**src/rtl/osc_pkg.sv**
```systemverilog
`default_nettype none
// ============================================================================
// Module   : osc_pkg
// Purpose  : Shared types and constants for the scope capture path.
// Contents : cap_state_t - capture FSM states
//            CAP_DEPTH   - default record length in samples
//            CAP_ADDR_W  - default record address width
//            sample_t    - one filtered 8-bit sample
// Revision : 1.0 - initial release
// ============================================================================
package osc_pkg;

  localparam int CAP_DEPTH  = 256;
  localparam int CAP_ADDR_W = 8;

  typedef logic [7:0] sample_t;

  typedef enum logic [2:0] {
    IDLE      = 3'd0,
    PRE_FILL  = 3'd1,
    WAIT_TRIG = 3'd2,
    POST      = 3'd3,
    DONE      = 3'd4,
    READ      = 3'd5
  } cap_state_t;

endpackage : osc_pkg
`default_nettype wire

```
**src/rtl/capture_ram.sv**
```systemverilog
`default_nettype none
// ============================================================================
// Module   : capture_ram
// Purpose  : Simple dual-port DEPTH x 8 sample store, one write port and one
//            registered read port (read data valid one cycle after re_i).
// Ports    : clk     - system clock
//            rst     - synchronous active-high reset (read register only)
//            we_i    - write enable
//            waddr_i - write address
//            wdata_i - write data
//            re_i    - read enable
//            raddr_i - read address
//            rdata_o - registered read data
// Revision : 1.0 - initial release
// ============================================================================
module capture_ram
  import osc_pkg::*;
#(
  parameter int DEPTH  = CAP_DEPTH,
  parameter int ADDR_W = CAP_ADDR_W
) (
  input  logic              clk,
  input  logic              rst,
  input  logic              we_i,
  input  logic [ADDR_W-1:0] waddr_i,
  input  sample_t           wdata_i,
  input  logic              re_i,
  input  logic [ADDR_W-1:0] raddr_i,
  output sample_t           rdata_o
);

  // Array carries no reset so it can map onto block RAM.
  sample_t mem_q [DEPTH];
  sample_t rdata_q;

  always_ff @(posedge clk) begin
    if (we_i) begin
      mem_q[waddr_i] <= wdata_i;
    end
  end

  // Output register reset matches the block RAM output-latch reset.
  always_ff @(posedge clk) begin
    if (rst) begin
      rdata_q <= '0;
    end else if (re_i) begin
      rdata_q <= mem_q[raddr_i];
    end
  end

  assign rdata_o = rdata_q;

endmodule : capture_ram
`default_nettype wire

```
**src/rtl/trigger_capture.sv**
```systemverilog
`default_nettype none
// ============================================================================
// Module   : trigger_capture
// Purpose  : Stores a DEPTH-sample record around a level/edge trigger with
//            PRE_NUM samples of pre-trigger history, then replays the record
//            in chronological order over an rd_en/rd_vld handshake.
// Ports    : clk, rst               - clock, synchronous active-high reset
//            din, din_vld           - filtered sample stream
//            arm                    - start an acquisition (IDLE or DONE)
//            trig_level, trig_edge  - trigger setup, latched on accepted arm
//            force_trig             - trigger on next valid sample
//            busy, trig_seen, done  - acquisition status
//            rd_en                  - request one record sample
//            rd_data, rd_vld, rd_last - read response (1-cycle latency)
// Revision : 1.0 - initial release
// ============================================================================
module trigger_capture
  import osc_pkg::*;
#(
  parameter int DEPTH   = CAP_DEPTH,
  parameter int ADDR_W  = CAP_ADDR_W,
  parameter int PRE_NUM = 64
) (
  input  logic    clk,
  input  logic    rst,
  input  sample_t din,
  input  logic    din_vld,
  input  logic    arm,
  input  sample_t trig_level,
  input  logic    trig_edge,
  input  logic    force_trig,
  output logic    busy,
  output logic    trig_seen,
  output logic    done,
  input  logic    rd_en,
  output sample_t rd_data,
  output logic    rd_vld,
  output logic    rd_last
);

  localparam logic [ADDR_W-1:0] c_PRE_NUM   = ADDR_W'(PRE_NUM);
  localparam logic [ADDR_W-1:0] c_PRE_LAST  = ADDR_W'(PRE_NUM - 1);
  localparam logic [ADDR_W-1:0] c_POST_LAST = ADDR_W'(DEPTH - PRE_NUM - 2);
  localparam logic [ADDR_W:0]   c_RD_TOTAL  = (ADDR_W+1)'(DEPTH);
  localparam logic [ADDR_W:0]   c_RD_LAST   = (ADDR_W+1)'(DEPTH - 1);

  cap_state_t        state_q;
  logic [ADDR_W-1:0] wr_ptr_q;
  logic [ADDR_W-1:0] rd_ptr_q;
  logic [ADDR_W-1:0] start_q;
  logic [ADDR_W-1:0] cnt_q;
  logic [ADDR_W:0]   rd_cnt_q;
  sample_t           prev_q;
  sample_t           level_q;
  logic              edge_q;
  logic              force_q;
  logic              busy_q;
  logic              trig_seen_q;
  logic              done_q;
  logic              rd_vld_q;
  logic              rd_last_q;

  logic              wr_en;
  logic              hit;
  logic              trig_fire;
  logic              arm_ok;
  logic              rd_start;
  logic              rd_issue;
  logic [ADDR_W-1:0] rd_addr;

  always_comb begin
    wr_en     = din_vld && (state_q == PRE_FILL || state_q == WAIT_TRIG ||
                            state_q == POST);
    hit       = edge_q ? (prev_q > level_q && din <= level_q)
                       : (prev_q < level_q && din >= level_q);
    trig_fire = (state_q == WAIT_TRIG) && din_vld && (hit || force_q);
    arm_ok    = arm && (state_q == IDLE || state_q == DONE);
    // arm wins over rd_en while in DONE.
    rd_start  = (state_q == DONE) && rd_en && !arm;
    rd_issue  = rd_start || ((state_q == READ) && rd_en && (rd_cnt_q != c_RD_TOTAL));
    rd_addr   = rd_start ? start_q : rd_ptr_q;
  end

  always_ff @(posedge clk) begin
    if (rst) begin
      state_q     <= IDLE;
      wr_ptr_q    <= '0;
      rd_ptr_q    <= '0;
      start_q     <= '0;
      cnt_q       <= '0;
      rd_cnt_q    <= '0;
      prev_q      <= '0;
      level_q     <= '0;
      edge_q      <= 1'b0;
      force_q     <= 1'b0;
      busy_q      <= 1'b0;
      trig_seen_q <= 1'b0;
      done_q      <= 1'b0;
      rd_vld_q    <= 1'b0;
      rd_last_q   <= 1'b0;
    end else begin
      rd_vld_q  <= rd_issue;
      rd_last_q <= rd_issue && (rd_cnt_q == c_RD_LAST);

      if (wr_en) begin
        wr_ptr_q <= wr_ptr_q + 1'b1;
        prev_q   <= din;
      end

      if (rd_issue) begin
        rd_ptr_q <= rd_addr + 1'b1;
        rd_cnt_q <= rd_start ? (ADDR_W+1)'(1) : rd_cnt_q + 1'b1;
      end

      if (arm_ok) begin
        level_q     <= trig_level;
        edge_q      <= trig_edge;
        wr_ptr_q    <= '0;
        cnt_q       <= '0;
        force_q     <= 1'b0;
        busy_q      <= 1'b1;
        done_q      <= 1'b0;
        trig_seen_q <= 1'b0;
        state_q     <= PRE_FILL;
      end else begin
        case (state_q)
          PRE_FILL: begin
            if (din_vld) begin
              if (cnt_q == c_PRE_LAST) begin
                cnt_q   <= '0;
                state_q <= WAIT_TRIG;
              end else begin
                cnt_q <= cnt_q + 1'b1;
              end
            end
          end
          WAIT_TRIG: begin
            if (force_trig) begin
              force_q <= 1'b1;
            end
            if (trig_fire) begin
              // The trigger sample lands at wr_ptr_q; history starts PRE_NUM back.
              start_q     <= wr_ptr_q - c_PRE_NUM;
              trig_seen_q <= 1'b1;
              force_q     <= 1'b0;
              cnt_q       <= '0;
              state_q     <= POST;
            end
          end
          POST: begin
            if (din_vld) begin
              if (cnt_q == c_POST_LAST) begin
                busy_q  <= 1'b0;
                done_q  <= 1'b1;
                state_q <= DONE;
              end else begin
                cnt_q <= cnt_q + 1'b1;
              end
            end
          end
          DONE: begin
            if (rd_en) begin
              state_q <= READ;
            end
          end
          READ: begin
            // rd_last is on the output this cycle, so the record is fully delivered.
            if (rd_last_q) begin
              done_q      <= 1'b0;
              trig_seen_q <= 1'b0;
              state_q     <= IDLE;
            end
          end
          default: begin
            state_q <= IDLE;
          end
        endcase
      end
    end
  end

  capture_ram #(
    .DEPTH  (DEPTH),
    .ADDR_W (ADDR_W)
  ) u_ram (
    .clk     (clk),
    .rst     (rst),
    .we_i    (wr_en),
    .waddr_i (wr_ptr_q),
    .wdata_i (din),
    .re_i    (rd_issue),
    .raddr_i (rd_addr),
    .rdata_o (rd_data)
  );

  assign busy      = busy_q;
  assign trig_seen = trig_seen_q;
  assign done      = done_q;
  assign rd_vld    = rd_vld_q;
  assign rd_last   = rd_last_q;

endmodule : trigger_capture
`default_nettype wire

```
**config.mk**
```make
export PLATFORM = sky130hd
export DESIGN_NAME = trigger_capture
export DESIGN_NICKNAME = d
export VERILOG_FILES = /design/src/rtl/osc_pkg.sv /design/src/rtl/capture_ram.sv /design/src/rtl/trigger_capture.sv
export SDC_FILE = /design/constraint.sdc
export NUM_CORES = 2
export LEC_CHECK = 0
export ABC_AREA = 1
export CORE_MARGIN = 2
export CORE_UTILIZATION = 45
export DETAILED_ROUTE_END_ITERATION = 7
export PLACE_DENSITY = 0.64
export SLEW_MARGIN = 40
export SYNTH_ARGS = -nofsm -noshare
export SYNTH_HDL_FRONTEND = slang
export SYNTH_SLANG_ARGS = --single-unit
```
**constraint.sdc**
```tcl
create_clock -name clk -period 2.61 [get_ports clk]
set_clock_uncertainty 0.2 [all_clocks]
set_input_delay 0.522 -clock clk [delete_from_list [all_inputs] [get_ports clk]]
set_output_delay 0.522 -clock clk [all_outputs]
set_load 0.01 [all_outputs]
```
# Word level (Yosys, flattened, before mapping)
# Memories as Yosys holds them, arrays and structs flattened. A register that Yosys moved wholly into a read port is not among the register bits.
# Cells that the tools add are included.
[totals] register_bits=67 n_memories=1 output_inout_bits=13 in_bits=23 mem_bits_rw=2048 word_cells=117
[op_classes] eq_ne=24 n_lt_le_gt_ge=4 addsub=5 reduce_logical=34 bitwise=1 n_mux=32
[mem_list] name="u_ram.mem_q" depth=256 word_bits=8 read_ports=1 rd_clocked_by_memory_dff=1 write_ports=1 line="capture_ram.sv:33" source="sample_t mem_q [DEPTH];"
[ops] cell="two-way mux 8 bit" count=6
[ops] cell="adder 8 x 1 -> 8 bit (second input constant)" count=3
[ops] cell="one-hot mux 8 bit (3 select lines)" count=1
[ops] cell="two-way mux 3 bit" count=7
[ops] cell="inequality test 3 bit (second input constant)" count=5
[ops] cell="one-hot mux 3 bit (5 select lines)" count=1
[ops] cell="two-way mux 1 bit" count=14
[ops] cell="AND reduction 7 bit" count=2
[ops] cell="inequality test 2 bit (second input constant)" count=6
[ops] cell="nonzero test 2 bit" count=6
[ops] cell="logical AND 1 bit" count=11
[ops] cell="adder 9 x 1 -> 9 bit (second input constant)" count=1
[ops] cell="equality test 9 x 8 -> 1 bit (second input constant)" count=1
[ops] cell="two-way mux 9 bit" count=1
[ops] cell="inequality test 9 bit (second input constant)" count=1
[ops] cell="AND reduction 3 bit" count=3
[ops] cell="equality test 8 x 6 -> 1 bit (second input constant)" count=1
[ops] cell="equality test 8 bit (second input constant)" count=1
[ops] cell="greater-or-equal comparator 8 bit" count=1
[ops] cell="greater-than comparator 8 bit" count=1
[ops] cell="<= comparator 8 bit" count=1
[ops] cell="< comparator 8 bit" count=1
[ops] cell="subtractor 8 x 7 -> 8 bit (second input constant)" count=1
[ops] cell="equality test 3 x 2 -> 1 bit (second input constant)" count=2
[ops] cell="other kinds (14)" count=22

# Depth between registers and ports, before layout
[depth] ltp_word=8 ltp_mapped=22 depth_no_buf=20

# Hierarchy
# Synthesis repeated with hierarchy kept, for this count alone.
[hier_totals] hier_cells=7531 hier_area_um2=87114.8
[by_module_without_submodules] mod="capture_ram" seq_area_each_um2=61659.1 instances=1 area_per_inst_um2=83522.6 cells_per_inst=7038
[by_module_without_submodules] mod="trigger_capture" seq_area_each_um2=1341.3 instances=1 area_per_inst_um2=3592.2 cells_per_inst=493

# Worst setup path before layout
# No wires, ideal clock.
[synth_timing] path_kind="input-to-reg" start="input din[7]" end="register cnt_q[6]" n_path_buf=0 t_arrival_ns=2.377 setup_ns=0.118 required_ns=2.292 setup_slack_ns=-0.085 stages=14 path_cell_list="ha_1 > a21o_1 > nor2_1 > nand2_1 > nand2_1 > o2111ai_1 > nand3b_1 > nand2_1 > nand2_1 > nand2_1 > o21ai_0 > inv_1 > nand2_1 > nor2_1"
[synth_via] elab_chain_len=7 elab_cells_between_ends=9 classes_between="order compare (2); eq/ne (1); mux (1); reduce/logical (5)"
[synth_lines] element="start: declaration" line="trigger_capture.sv:26" source="input sample_t din,"
[synth_lines] element="greater-or-equal comparator 8 bit or <= comparator 8 bit (tied branches)" line="trigger_capture.sv:75, trigger_capture.sv:74"
[synth_lines] element="logical AND 1 bit (on tied branches)" line="trigger_capture.sv:75, trigger_capture.sv:74"
[synth_lines] element="two-way mux 1 bit *" line="trigger_capture.sv:74" source="hit = edge_q ? (prev_q > level_q && din <= level_q)"
[synth_lines] element="logical OR 1 bit *" line="trigger_capture.sv:76" source="trig_fire = (state_q == WAIT_TRIG) && din_vld && (hit || force_q);"
[synth_lines] element="logical AND 1 bit *" line="trigger_capture.sv:76"
[synth_lines] element="inequality test 2 bit (no line) *"
[synth_lines] element="AND reduction 5 bit (no line) *"
[synth_lines] element="end signal: assignment" line="trigger_capture.sv:133" source="cnt_q <= cnt_q + 1'b1;"
[synth_lines] element="end signal: assignment" line="trigger_capture.sv:157" source="cnt_q <= cnt_q + 1'b1;"
[synth_lines] element="end: declaration" line="trigger_capture.sv:51" source="logic [ADDR_W-1:0] cnt_q;"
# Every way passes the cells marked *; elsewhere a longest branch is shown, timed or not.
# A chain may end at the register's enable or synchronous reset.

# Final worst setup path
[layout_timing] start="register state_q[0]" end="register u_ram.rdata_q[0] (netlist: u_ram.rdata_o[0]), read port of u_ram.mem_q"
[layout_via] elab_chain_len=4 elab_cells_between_ends=8 classes_between="eq/ne (2); mux (1); reduce/logical (5)"
[layout_lines] element="start: declaration" line="trigger_capture.sv:47" source="cap_state_t state_q;"
[layout_lines] element="start signal: assignment" line="trigger_capture.sv:86" source="state_q <= IDLE;"
[layout_lines] element="start signal: assignment" line="trigger_capture.sv:124" source="state_q <= PRE_FILL;"
[layout_lines] element="start signal: assignment" line="trigger_capture.sv:131" source="state_q <= WAIT_TRIG;"
[layout_lines] element="equality test 3 bit (on tied branches)" line="trigger_capture.sv:79, trigger_capture.sv:80"
[layout_lines] element="logical AND 1 bit (on tied branches) (2 in a row)" line="trigger_capture.sv:79, trigger_capture.sv:80"
[layout_lines] element="two-way mux 8 bit or logical OR 1 bit (tied branches)" line="trigger_capture.sv:81, trigger_capture.sv:80"
[layout_lines] element="end: declaration" line="capture_ram.sv:34" source="sample_t rdata_q;"
# Several ways; a longest one is shown, not always the timed one.

==> results by group <==
Detailed routing
  • Vias per cell: 5.29
  • DR iter-0 viols: 7883
  • DRT antenna net count: 0
  • Routed via count: 66000
  • First-pass DRT Iterations: 6
  • DR DRC count: 0
  • WL final: 270000 µm
  • Routed len/inst: 21.7 µm

Clocking
  • CTS Sinks: 2123
  • Clock Tree Buf Depth: 3
  • Clock transition at path regs: 60 ps
  • Total CTS buffers: 210
  • H-tree depth: 4
  • TritonCTS clock tree: built
  • Root Buffer: clkbuf_16
  • Worst skew pair latency: 870 ps

Setup path
  • CP endpoint kind: register
  • Worst EP required: 3200 ps
  • CP max FO: 33
  • WS Path Type: reg -> reg
  • Crit path DAT: 3740 ps
  • CP Launch Type: register

Die
  • Die X-Extent: 456 µm
  • Initial Util: 45.4%
  • Die area: 0.208 mm²
  • Rows: 165
  • Core area: 0.203 mm²
  • Die H: 456 µm
  • Io pins: 36

Timing
  • Relative slew slack: 25.8%
  • Fin crit period: 3150 ps
  • Final hold viol count: 0
  • Fin. max-slew vios: 0
  • Fmax: 318 MHz
  • Crit share post-route: 121%
  • RSZ-0062 raised after global routing: true
  • Post-route setup slack: -539 ps
  • Slew at the pin closest to its max-slew limit: 1110 ps
  • Setup Viol. Count Final: 10

Power
  • Sequential Power Share: 45.4%
  • Switch share: 27.8%
  • Max IR drop VDD: 0.818 mV
  • Total Power: 83.0 mW
  • Pwr Density: 749 mW/mm²
  • Combinational share of power: 18.3%
  • Leak: 45.7 nW
  • Net Switching: 23.1 mW
  • Clock share of power: 36.3%
  • Int Pwr: 59.9 mW

Min path
  • Hold WC Path Type: in -> reg

Global route
  • Number of global-route vias before repair: 63900
  • GRT Util Overall: 25.5%
  • First-pass GRT wire length: 399000 µm
  • Pin count of the biggest net entering global routing: 141
  • GRT overflow: 0
  • Initial antenna violation count: 9

Placement
  • DP Area: 0.102 mm²
  • PortBufs: 35
  • Post-DP HPWL: 165000 µm
  • RePlAce Congestion: 0.936

Synth
  • Post-synth EDFFs: 2048
  • Post-synthesis cell type count: 43
  • Seq cells post-synth: 2123
  • Syn_nets: 8967
  • Most used flip-flop cell after synthesis: edfxtp_1
  • Syn Inst Count: 8914
  • Register area share after synthesis: 68.5%
  • Share of flip-flops with an asynchronous set or reset: 0%
  • Synthesized area per cell: 10.3 µm²
  • Warning count from the yosys run: 0
  • Mapped Area: 0.0919 mm²

Flow run
  • # Max-Cap Violations: 0

Status
  • Failing checks: negative setup slack
  • Status: complete, but fails checks

Cells and area
  • Final Cell Area: 0.111 mm²
  • Area Overhead vs Synth: 20.6%
  • Nets: 9668
  • Final core occ: 54.7%
  • Number of fill cells: 16900
  • Layout cells sized above 1: 14.7%
-- timing repair --
item / in CTS / in global routing
gates resized for setup: 219 / 74
pin swaps: 42 / 14
cloned: 20 / 5
hold endpoints to repair: 7 / 0
setup buffers: 35 / 9
hold buffers: 2 / 0
endpoints found under the setup margin: 240 / 217
-- cells in the final DEF, fill, tap and decap left out, types with 11 or more instances in the layout --
cell and n:
nand2_2 53, o211ai_1 186, buf_4 724, bufbuf_16 13, a21oi_1 120, buf_12 129, o21ai_0 265, nand2_4 12
nor3_1 11, clkbuf_16 216, o21ai_1 22, inv_1 1299, nor2_1 506, nand2_1 2716, clkbuf_1 50, o22ai_1 18
nand3_2 47, buf_8 13, bufinv_16 18, clkinv_2 41, buf_16 28, dfxtp_1 65, clkinv_1 50, clkdlybuf4s50_1 23
nor2_2 23, nand4_1 17, ha_1 30, nand3_1 884, a21oi_2 20, buf_6 22, edfxtp_1 2048
-- cells in the mapped netlist (17+ instances only) --
library cell,number,share of area [%]
nand2_1,2780,11
dfxtp_1,75,1.6
o211ai_1,186,1.5
buf_2,286,1.6
inv_1,1304,5.3
edfxtp_1,2048,67
clkbuf_1,152,0.62
a21oi_1,140,0.76
nor2_1,534,2.2
nand4_1,17,0.12
nand3_1,938,5.1
o21ai_0,274,1.5
o22ai_1,19,0.13
buf_1,22,0.090
ha_1,30,0.41
-- power by group through the flow --
stage	registers (mW)	clock network, mW	logic, mW
3_3_place_gp	38.4	0	13.4
5_1_grt	37.7	31.8	16.2
3_5_place_dp	38.4	0	13.5
6_report	37.7	30.1	15.2
2_1_floorplan	38.4	0	6.93
4_1_cts	37.7	30.5	14.8
-- final timing paths --
| check | from | end | slack, ps | depth (start not counted) |
|---|---|---|---|---|
| max | state_q[0]$_SDFFE_PP0P_ | u_ram.rdata_o[0]$_SDFFE_PP0P_ | -540 | 17 |
| min | din[5] | u_ram.mem_q[47][5]$_DFFE_PP_ | 30 | 2 |
| max reg2reg | state_q[0]$_SDFFE_PP0P_ | u_ram.rdata_o[0]$_SDFFE_PP0P_ | -540 | 17 |
| min reg2reg | prev_q[0]$_SDFFE_PP0P_ | prev_q[0]$_SDFFE_PP0P_ | 270 | 2 |
-- per-layer routing --
metal	global-route usage (%)	vias to the layer above	part of all wire [%]
li1	-	30700	-
met3	4.50	524	9.0
met4	11.0	6	4.4
met5	0	-	0.014
met2	40.4	3020	46
met1	34.7	31800	41
-- area by class of cell --
type	instances	area (µm²)	share of cell area, %
antenna	7	17.5	0.0158
clock buffer	270	5590	5.04
clock inverter	124	1280	1.15
inverter	1314	4950	4.46
multi-input combinational	5003	22600	20.4
sequential	2123	63000	56.8
tap	2672	3340	3.02
timing repair buffer	963	10100	9.09
-- state kept, by name, summed over array words and instances, names as in the netlist --
| name | count |
|---|---|
| done | 1 |
| rd_ptr_q | 8 |
| edge_q | 1 |
| prev_q | 8 |
| state_q | 3 |
| u_ram.mem_q | 2048 |
| level_q | 8 |
| cnt_q | 8 |
| rd_vld | 1 |
| busy | 1 |
| rd_last | 1 |
| wr_ptr_q | 8 |
| force_q | 1 |
| rd_cnt_q | 9 |
| start_q | 8 |
| u_ram.rdata_o | 8 |
| trig_seen | 1 |
-- stage by stage --
| step | TNS, ps | hold WS [ps] | cells | worst slack (ps) |
|---|---|---|---|---|
| CTS | -4520 | 2.91 | 12500 | -440 |
| finish | -4470 | 33.5 | 12500 | -539 |
| global placement | -275340 | 245 | 12000 | -1800 |
| global route | -5790 | 36.1 | 12500 | -645 |
| floorplan | 0 | 235 | 8914 | 7.08 |
| detailed placement | -338890 | 262 | 12000 | -1780 |
-- logic make-up (layout without fill, tap and decap cells) --
| family | Yosys count | in the layout | synth area share, % |
|---|---|---|---|
| and+or+nand+nor | 4313 | 4313 | 19.1 |
| DFF | 2123 | 2123 | 68.5 |
| buffers and inverters | 1788 | 2671 | 7.76 |
| AOI/OAI and AO/OA | 650 | 650 | 4.14 |
| adders and majority gates | 30 | 30 | 0.408 |
| xor gates and xnor gates | 9 | 9 | 0.0858 |
| muxes | 1 | 1 | 0.0150 |
| other | 0 | 7 | 0 |
-- critical path, cell delays in order, from the launching register on --
cell	delay [ps]
dfxtp_2	330
nor2_4	190
nand4_1	210
nand2_4	240
buf_8	210
buf_16	220
buf_12	180
buf_4	140
o21ai_0	80
o211ai_1	190
nand3_1	130
nand2_1	140
nand3_2	110
nand2_2	130
nand3_4	110
nand3_1	90
nand2_1	60
inv_1	50
(Power assumes the default switching activity.)
